[src/rtl/prenc_reg.sv]
// Registered priority encoder: index, valid flag and one-hot mask of the winning request bit.
// Latency: one cycle from the capturing clk edge to y/valid/onehot.
// No backpressure: en=0 freezes the output registers, and a is ignored while frozen.
module prenc_reg #(
    parameter int WIDTH = 8,
    parameter int IDX_W = $clog2(WIDTH)
) (
    input  logic             clk,
    input  logic             rst_n,
    input  logic             en,
    input  logic             lsb_pri,
    input  logic [WIDTH-1:0] a,
    output logic [IDX_W-1:0] y,
    output logic             valid,
    output logic [WIDTH-1:0] onehot
);

    logic [IDX_W-1:0] win_idx;
    logic             win_vld;
    logic [WIDTH-1:0] win_mask;

    // Scan upward for MSB priority and downward for LSB priority.
    // The last set bit visited in either scan is the winner.
    always_comb begin
        win_idx = '0;
        win_vld = 1'b0;
        if (lsb_pri) begin
            for (int i = WIDTH - 1; i >= 0; i--) begin
                if (a[i]) begin
                    win_idx = IDX_W'(i);
                    win_vld = 1'b1;
                end
            end
        end else begin
            for (int i = 0; i < WIDTH; i++) begin
                if (a[i]) begin
                    win_idx = IDX_W'(i);
                    win_vld = 1'b1;
                end
            end
        end
        win_mask = win_vld ? (WIDTH'(1) << win_idx) : '0;
    end

    always_ff @(posedge clk or negedge rst_n) begin
        if (!rst_n) begin
            y      <= '0;
            valid  <= 1'b0;
            onehot <= '0;
        end else if (en) begin
            y      <= win_idx;
            valid  <= win_vld;
            onehot <= win_mask;
        end
    end

endmodule

[config.mk]
export PLATFORM = sky130hd
export DESIGN_NAME = prenc_reg
export DESIGN_NICKNAME = d
export VERILOG_FILES = /design/src/rtl/prenc_reg.sv
export SDC_FILE = /design/constraint.sdc
export NUM_CORES = 1
export LEC_CHECK = 0
export CORE_UTILIZATION = 28
export DETAILED_ROUTE_END_ITERATION = 16
export GPL_TIMING_DRIVEN = 0
export PLACE_DENSITY = 0.6
export SYNTH_ARGS = -nofsm -noshare
export SYNTH_HDL_FRONTEND = slang
export SYNTH_SLANG_ARGS = --single-unit
export TNS_END_PERCENT = 10
[constraint.sdc]
create_clock -name clk -period 1.9 [get_ports clk]
set_input_delay 0.38 -clock clk [delete_from_list [all_inputs] [get_ports clk]]
set_output_delay 0.38 -clock clk [all_outputs]
set_load 0.01 [all_outputs]
==> flow_summary.json <==
{
  "critPathLaunch": "lsb_pri",
  "ff2ff_path_depth": 1,
  "final_cell_mix": "clkdlybuf4s50_1 (22), dfrtp_1 (12), inv_1 (5), nor2_1 (5)",
  "clock_skew_ns": 0,
  "yosysWarnings": 0,
  "path_class": "in2reg",
  "yosysSeqAreaShare_pct": 51.3,
  "hp-class": "in2reg",
  "end_kind": "flop",
  "syn_to_final_growth_pct": 47.2,
  "grt_usage_pct": 13.5,
  "r2r-end": "y[1]",
  "leakagePower_nw": 0.351,
  "coreArea_um2": 1960,
  "fin_crit_sh_pct": 91.1,
  "synth_compound_area_share_pct": 33.1,
  "clkSlewWorstSetupHoldPaths_ns": 0.07,
  "report.final.slew_viol_count": 0,
  "syn_inst": 55,
  "synth_flop_cell": "dfrtp_1",
  "insertion_delay_ns": 0.26,
  "syn_area_um2": 586,
  "viasPerCell": 4.98,
  "start_util_pct": 29.8,
  "regToRegSetupSlack_ns": 1.16,
  "cts_buffers": 3,
  "top_level_ports": 24,
  "timing.rr.start": "y[1]",
  "dpl.hpwl_um": 1010,
  "diodes": 0,
  "dp.cells": 104,
  "final_nets": 94,
  "grt.overflow.total": 0,
  "switching_share_pct": 26.7,
  "cts_setup_buffers": 0,
  "antenna_found_initial": 0,
  "status": "complete, no violations",
  "num-fill-cells": 214,
  "ir_drop_mv": 0.353,
  "wl_met2_um": 572,
  "max-cap-violations": 0,
  "share_seq_of_total_power_pct": 49.0,
  "synth.mux.area_fraction_pct": 1.92,
  "p_int_mw": 0.430,
  "grt_pass1_vias": 479,
  "max_freq_ghz": 0.578,
  "ctsHoldBuffers": 0,
  "share_clk_of_total_power_pct": 25.5,
  "start_kind": "input port",
  "worst_pin_slew_ns": 0.564,
  "yosysTopAreaCellShare_pct": 51.3,
  "gp_congestion": 0.690,
  "synth_fp_nets": 67,
  "wl_per_cell_um": 13.0,
  "final_cell_count_no_fill": 107,
  "slew_headroom_pct": 62.0,
  "ant_nets": 0,
  "p_sw_mw": 0.157,
  "power_mw": 0.586,
  "detail_route.first_pass.iterations": 4,
  "final_common_cell": "clkdlybuf4s50_1",
  "p_per_area_nw_per_um2": 680,
  "drtIter0Drc": 14,
  "cts_sinks": 12,
  "pwr-share-comb_pct": 25.5,
  "topRoutingLayerUsed": "met4",
  "rsz0062_at_grt": "no",
  "die_w_um": 47.7,
  "synth_fa_ha_area_share_pct": 0,
  "synth_edf_count": 0,
  "setup_viol": 0,
  "clockRootBuffer": "clkbuf_4",
  "crit_end": "onehot[0]",
  "worstPathMaxFanout": 7,
  "drive_gt1_share_pct": 11.3,
  "critical_path_arrival_ns": 1.88,
  "synthXorXnorAreaFrac_pct": 0,
  "io_buffers": 22,
  "netlist-cell-type-count": 25,
  "yosys.area.top_type": "dfrtp_1",
  "yosys.area_share.simple_pct": 8.33,
  "fp-row-count": 16,
  "period_minus_slack_ns": 1.73,
  "totalWireLength_um": 1390,
  "die_h_um": 47.7,
  "die_area_um2": 2280,
  "grt_pass1_wl_um": 2020,
  "crit_required_ns": 2.05,
  "synth_area_per_cell_um2": 10.6,
  "wl_met1_um": 700,
  "cts_buffer_depth": 2,
  "ys_ff_latch": 12,
  "vias": 533,
  "htreeDepth": 1,
  "drc": 0,
  "synth_area_leaders": "dfrtp_1 (51%), a32o_1 (6.8%), a21oi_1 (3.4%)",
  "cts_tree": "yes",
  "final_hold_viol_count": 0,
  "grt_max_degree": 13,
  "route.met3.wl_um": 110,
  "post_cts_resized": 0,
  "synth_top_family_by_area": "compound AO/OA/AOI/OAI gates",
  "async_flop_share_pct": 100
}
==> power groups by stage <==
| stage | clock (mW) | sequential (mW) | combinational [mW] |
|---|---|---|---|
| floorplan | 0 | 0.301 | 0.0534 |
| global placement | 0 | 0.291 | 0.149 |
| detailed placement | 0 | 0.291 | 0.150 |
| CTS | 0.156 | 0.287 | 0.151 |
| global route | 0.173 | 0.289 | 0.161 |
| finish | 0.149 | 0.287 | 0.150 |
==> per-layer routing <==
metal / global-route usage (%) / vias up
met5: 0 / -
met4: 8.33 / 0
met3: 4.15 / 2
met2: 19.7 / 21
met1: 17.3 / 251
li1: - / 259
==> cells in the mapped netlist (2+ instances only) <==
cell	number
o31ai_1	2
nor2_1	5
o2bb2ai_1	2
a21oi_1	4
inv_1	5
dfrtp_1	12
a32o_1	4
o32ai_1	2
nand2_1	3
==> logic make-up (layout without fill, tap and decap cells) <==
logic type / count (synthesis) / after routing
simple gates: 11 / 11
mux: 1 / 1
compound gates: 23 / 23
buf+inv: 8 / 33
flops: 12 / 12
==> per-stage QoR <==
stage	setup WS [ns]	cell area, um^2	TNS (ns)	util, %	hold WS (ns)
after floorplan	0.562	586	0	-	0.0844
after detailed placement	-0.0834	840	-0.615	42.8	0.468
after global routing	0.120	862	0	43.9	0.413
after global placement	-0.109	840	-0.662	42.8	0.474
final	0.169	862	0	43.9	0.413
after CTS	0.188	862	0	43.9	0.407
==> registers in the layout, summed over array words and instances, names as in the netlist <==
signal	count
y	3
onehot	8
valid	1
==> worst min-delay path by stage <==
stage,slack [ns],depth (start not counted),from,end
after CTS,0.41,2,en,onehot[3]
after floorplan,0.08,0,rst_n,onehot[0]
final,0.41,2,en,onehot[3]
after global placement,0.47,2,y[0],y[0]
after global routing,0.41,2,en,onehot[3]
after detailed placement,0.47,1,y[2],y[2]
==> final cells by class <==
| type | count | area, um^2 | area share, % |
|---|---|---|---|
| Sequential cell | 12 | 300 | 34.8 |
| Multi-Input combinational cell | 35 | 254 | 29.5 |
| Timing Repair Buffer | 22 | 220 | 25.5 |
| Tap cell | 27 | 33.8 | 3.92 |
| Inverter | 7 | 26.3 | 3.05 |
| Clock buffer | 3 | 22.5 | 2.61 |
| Buffer | 1 | 5.00 | 0.581 |
==> worst max-delay path, stage by stage <==
cell and delay [ns]:
clkdlybuf4s50_1 0.62, o22ai_1 0.14, a22oi_2 0.38, inv_2 0.09, a32o_1 0.26
No activity file was read; power rests on OpenSTA's default activity.
